--- src/rtl/ext_pkg.sv ---
// Shared select codes, AES word stride and sequencer state type for the AES extension unit.
package ext_pkg;
  localparam logic [2:0] EXT_NONE    = 3'd0;
  localparam logic [2:0] EXT_AES_ENC = 3'd1;
  localparam logic [2:0] EXT_AES_DEC = 3'd2;
  localparam logic [2:0] EXT_XD2R    = 3'd3;
  localparam logic [2:0] EXT_R2XD    = 3'd4;

  localparam int AES_WORD_BYTES = 16;

  typedef enum logic [1:0] {IDLE, ISSUE, WAIT, DONE} ext_seq_state_t;
endpackage

--- src/rtl/ext_watchdog.sv ---
// Cycle counter for one outstanding engine job; o_expired flags the last allowed counted cycle.
// Zero latency on o_expired (combinational from the count); no backpressure.
module ext_watchdog #(
  parameter int TIMEOUT_CYCLES = 64
) (
  input  logic clk,
  input  logic rst,
  input  logic i_clear,
  input  logic i_count_en,
  output logic o_expired
);
  localparam int CNT_W = (TIMEOUT_CYCLES > 1) ? $clog2(TIMEOUT_CYCLES) : 1;

  logic [CNT_W-1:0] r_count;

  always_ff @(posedge clk) begin
    if (rst || i_clear) begin
      r_count <= '0;
    end else if (i_count_en) begin
      r_count <= r_count + 1'b1;
    end
  end

  assign o_expired = i_count_en && (r_count == CNT_W'(TIMEOUT_CYCLES - 1));
endmodule

--- src/rtl/ext_sequencer.sv ---
// Issues one AES engine job per 128-bit word, stalling the PC from the launch cycle until DONE.
// Best case 1 + 2N cycles for N words; eng_start holds until eng_ready, WAIT aborts after TIMEOUT_CYCLES.
module ext_sequencer
  import ext_pkg::*;
#(
  parameter int TIMEOUT_CYCLES = 64,
  parameter int ADDR_W         = 32
) (
  input  logic              clk,
  input  logic              rst,
  input  logic              exaluEnable,
  input  logic [2:0]        extensionModuleSelect,
  input  logic [11:0]       word_count,
  input  logic [ADDR_W-1:0] src_addr,
  input  logic [ADDR_W-1:0] dst_addr,
  output logic              stall,
  output logic              eng_start,
  output logic              eng_mode,
  output logic [ADDR_W-1:0] eng_src,
  output logic [ADDR_W-1:0] eng_dst,
  input  logic              eng_ready,
  input  logic              eng_done,
  output logic              seq_done,
  output logic              seq_err
);
  localparam logic [ADDR_W-1:0] STEP = ADDR_W'(AES_WORD_BYTES);

  ext_seq_state_t    r_state;
  ext_seq_state_t    w_next;
  logic [ADDR_W-1:0] r_src;
  logic [ADDR_W-1:0] r_dst;
  logic [11:0]       r_remaining;
  logic              r_mode;
  logic              r_err;

  logic w_launch;
  logic w_illegal;
  logic w_job_done;
  logic w_last;
  logic w_expired;
  logic w_timeout;

  assign w_launch   = (r_state == IDLE) && exaluEnable && (word_count != 12'd0) &&
                      ((extensionModuleSelect == EXT_AES_ENC) || (extensionModuleSelect == EXT_AES_DEC));
  assign w_illegal  = (r_state == IDLE) && exaluEnable && (extensionModuleSelect > EXT_R2XD);
  assign w_job_done = (r_state == WAIT) && eng_done;
  assign w_last     = w_job_done && (r_remaining == 12'd1);
  // A completing job in the expiry cycle takes priority over the abort.
  assign w_timeout  = (r_state == WAIT) && !eng_done && w_expired;

  ext_watchdog #(
    .TIMEOUT_CYCLES(TIMEOUT_CYCLES)
  ) u_watchdog (
    .clk       (clk),
    .rst       (rst),
    .i_clear   (r_state != WAIT),
    .i_count_en(r_state == WAIT),
    .o_expired (w_expired)
  );

  always_ff @(posedge clk) begin
    if (rst) begin
      r_state <= IDLE;
    end else begin
      r_state <= w_next;
    end
  end

  always_comb begin
    w_next = r_state;
    case (r_state)
      IDLE:    if (w_launch) w_next = ISSUE;
      ISSUE:   if (eng_ready) w_next = WAIT;
      WAIT: begin
        if (w_last || w_timeout) begin
          w_next = DONE;
        end else if (w_job_done) begin
          w_next = ISSUE;
        end
      end
      DONE:    w_next = IDLE;
      default: w_next = IDLE;
    endcase
  end

  always_comb begin
    stall     = w_launch || (r_state == ISSUE) || (r_state == WAIT);
    eng_start = (r_state == ISSUE);
    seq_done  = (r_state == DONE);
  end

  always_ff @(posedge clk) begin
    if (rst) begin
      r_src       <= '0;
      r_dst       <= '0;
      r_remaining <= '0;
      r_mode      <= 1'b0;
      r_err       <= 1'b0;
    end else begin
      if (w_launch) begin
        r_src       <= src_addr;
        r_dst       <= dst_addr;
        r_remaining <= word_count;
        r_mode      <= (extensionModuleSelect == EXT_AES_DEC);
        r_err       <= 1'b0;
      end else if (w_illegal || w_timeout) begin
        r_err <= 1'b1;
      end
      if (w_job_done) begin
        r_src       <= r_src + STEP;
        r_dst       <= r_dst + STEP;
        r_remaining <= r_remaining - 12'd1;
      end
    end
  end

  assign eng_src  = r_src;
  assign eng_dst  = r_dst;
  assign eng_mode = r_mode;
  assign seq_err  = r_err;
endmodule

--- config.mk ---
export PLATFORM = sky130hd
export DESIGN_NAME = ext_sequencer
export DESIGN_NICKNAME = d
export VERILOG_FILES = /design/src/rtl/ext_pkg.sv /design/src/rtl/ext_watchdog.sv /design/src/rtl/ext_sequencer.sv
export SDC_FILE = /design/constraint.sdc
export NUM_CORES = 1
export LEC_CHECK = 0
export CAP_MARGIN = 20
export CORE_ASPECT_RATIO = 1.1
export CORE_MARGIN = 4
export CORE_UTILIZATION = 50
export CTS_CLUSTER_DIAMETER = 40
export DETAILED_ROUTE_END_ITERATION = 6
export PLACE_DENSITY = 0.86
export SLEW_MARGIN = 30
export SYNTH_ARGS = -nofsm -noshare
export SYNTH_HDL_FRONTEND = slang
export SYNTH_HIERARCHICAL = 1
export SYNTH_SLANG_ARGS = --single-unit
--- constraint.sdc ---
create_clock -name clk -period 5 [get_ports clk]
set_clock_uncertainty 0.05 [all_clocks]
set_input_delay 1 -clock clk [delete_from_list [all_inputs] [get_ports clk]]
set_output_delay 1 -clock clk [all_outputs]
set_load 0.02 [all_outputs]
==> summary.txt <==
Floorplan
  – Core ar.: between 8000 and 9000 um^2
  – Die width: between 90 and 100 um
  – Die Area: around 11000 um^2
  – Rows: 36
  – IO Pins: between 150 and 200
  – Initial Util: 0.516
  – Chip height: around 110 um

Yosys
  – Yosys top cell by area: dfxtp_1
  – Synthesized flop and latch total: 86
  – Synthesized area per cell: between 7 and 8 um^2
  – EDFF count, synth: 0
  – Top FF cell, synth: dfxtp_1
  – Net count after synthesis: 689
  – Synth async-reset ratio: 0
  – Synthesized instance count: 600
  – Yosys cell types: 50
  – Synth top area share: 0.374
  – Sequential element share of the synthesized area: 0.374
  – Mapped cell area: roughly 4600 um^2
  – Yosys Warn Count: 6
  – Area contributors post-synth: dfxtp_1 37%, nand3_1 7.1%, a21oi_1 6.7%, nand2_1 6.4%, nor2_1 3.8%

Drt
  – Initial drt markers: 381
  – Routed WL: around 14000 um
  – 1st-pass router iterations: 7
  – Detail Route Antenna Nets: 0
  – Routed via count: roughly 5300
  – Avg Vias per Cell: slightly above 6
  – Drt wl/cell: 16.9 um
  – DRC violations left: 0

Worst setup path
  – Largest stage delay on the critical path: around 0.55 ns
  – Most used cell, CP: clkdlybuf4s50_1
  – Crit start category: input port
  – Critical path depth: 6
  – CP required: 3.95 ns
  – Crit path cell chain: clkdlybuf4s50_1, nor4_1, nand3_1, and2_2, or3_1, clkdlybuf4s50_1
  – CP endpoint kind: output port
  – Crit path kind: in2out
  – Reg2reg path depth: 7
  – Arrival @ worst endpoint: 3.32 ns
  – CP Max Fanout: 6
  – Delay-heaviest family, CP: simple AND/OR/NAND/NOR gates
  – Buf/Inv on CP: 2
  – CP max-delay cell: clkdlybuf4s50_1

STA
  – Final TNS setup: 0 ns
  – FMAX: 0.229 GHz
  – Endpoints failing hold: 0
  – Slew Viols, Final: 0
  – Part of the cycle the worst path needs: 0.875
  – PnR worst setup slack: ~0.63 ns
  – Unrepaired setup endpoints after global routing: false
  – Relative slew slack: 0.332
  – WHS: between 0.4 and 0.5 ns
  – Final setup fails: 0
  – Worst slew pin tran: about 1 ns
  – Shortest period the worst path allows: roughly 4.4 ns

Clock tree
  – CTS Buf Count: 9
  – Post-CTS Setup Inserts: 0
  – Clk slew on worst S/H paths: 0.08 ns
  – CTS resizes: 0
  – Hold-fix buffer count after cts: 0
  – Clk Latency, worst-skew pair: 0.35 ns
  – CTS tree: done
  – CTS root buf: clkbuf_8
  – Clk buf depth: 2
  – CTS sink cnt: 86
  – H-tree depth: 3

Placement
  – Placed cell count: 838
  – Pre-CTS WS: around 0.75 ns
  – Placed cell areas: roughly 6200 um^2
  – Post-DP HPWL: between 10000 and 15000 um
  – Port bufs: 152
  – GPL Wtd Cong: about 0.9

Status
  – Status: completed

Cells and area
  – Most common cell after layout, fill and taps aside: clkdlybuf4s50_1
  – Utilization after layout: 0.711
  – Layout cells sized above 1: 0.0501
  – Most frequent cells in the layout: 151 x clkdlybuf4s50_1, 86 x dfxtp_1, 78 x nand2_1, 65 x nand3_1, 62 x a21oi_1
  – Register Area: around 1700 um^2
  – Nets: 824
  – Fill cell count: roughly 700
  – Fin cells: 853
  – Design Area, Final: about 6300 um^2
  – P&R area growth vs syn: 37.8%
  – Diode count: 0
  – Footprint of the multi-input gates: 2700 um^2

Hold path
  – Hold path cells: 2
  – Min-Delay Path Class: reg2reg

Power and ir drop
  – Max VDD drop: roughly 0.20 mV
  – Static Leak: 2.05 nW
  – Overall Power: about 1.4 mW
  – PwrDens: 228 nW/um^2

Global routing
  – First-pass GRT wire length: around 23000 um
  – Largest net degree at the start of global routing: 70
  – Antenna violations before repair: 0
  – All-layer global routing usage: 0.257
  – Total grt overflow: 0
  – Vias in the first global route: ~4900

Run
  – MaxCap Viol Count: 0
-- final timing paths --
path,start,endpoint,slack [ns]
max reg2reg,r_state[1],eng_dst[29],2.46
max,word_count[6],stall,0.63
min,eng_dst[1],eng_dst[1],0.40
min reg2reg,eng_dst[1],eng_dst[1],0.40
-- power breakdown --
group | switching [mW] | internal (mW) | leakage (nW)
clock | 0.236 | 0.206 | 0.0865
sequential | 0.0345 | 0.712 | 0.698
combinational | 0.123 | 0.135 | 1.27
-- layer usage --
layer  vias up  track usage  part of all wire
met4         0       0.0917             0.023
met2       281        0.443              0.49
met3        39       0.0645             0.085
li1       2519            -                 -
met1      2415        0.310              0.41
met5         -            0                 0
-- cell families (layout without fill, tap and decap cells) --
| family | Yosys count | count (layout) | synth area share |
|---|---|---|---|
| compound gates | 156 | 156 | 0.215 |
| fa+ha+maj | 5 | 5 | 0.0136 |
| mux | 2 | 2 | 0.00435 |
| buf+inv | 44 | 183 | 0.0416 |
| flops | 86 | 86 | 0.374 |
| xor+xnor | 6 | 6 | 0.0114 |
| simple gates | 301 | 301 | 0.340 |
-- synthesized netlist by cell type, types with 9 or more instances --
library cell	n
inv_1	9
nor3_1	16
dfxtp_1	86
o211ai_1	14
a2bb2oi_1	16
clkbuf_1	25
o21ai_0	15
nor4_1	10
a31oi_1	27
or4_1	9
nand4_1	19
or3_1	17
a21oi_1	62
nand2_1	79
nor2_1	46
nand3_1	65
-- sequential cells by signal, indices dropped and copies added, names as in the netlist --
| register | count |
|---|---|
| eng_dst | 32 |
| eng_mode | 1 |
| eng_src | 32 |
| r_remaining | 12 |
| r_state | 2 |
| seq_err | 1 |
| u_watchdog/r_count | 6 |
-- cell type report --
type	instances	share of cell area
multi-input combinational	470	0.426
sequential	86	0.272
timing repair buffer	159	0.248
clock buffer	14	0.0257
tap	114	0.0225
inverter	9	0.00533
clock inverter	1	0.000789
-- worst reg2reg max path: cells and delay by family (launching register included) --
kind / cells / cell delay, ns
and+or+nand+nor: 4 / 0.89
buffers and inverters: 2 / 0.81
DFF: 1 / 0.38
AOI/OAI and AO/OA: 1 / 0.31
Note: power is estimated with default switching activity, not from simulation.
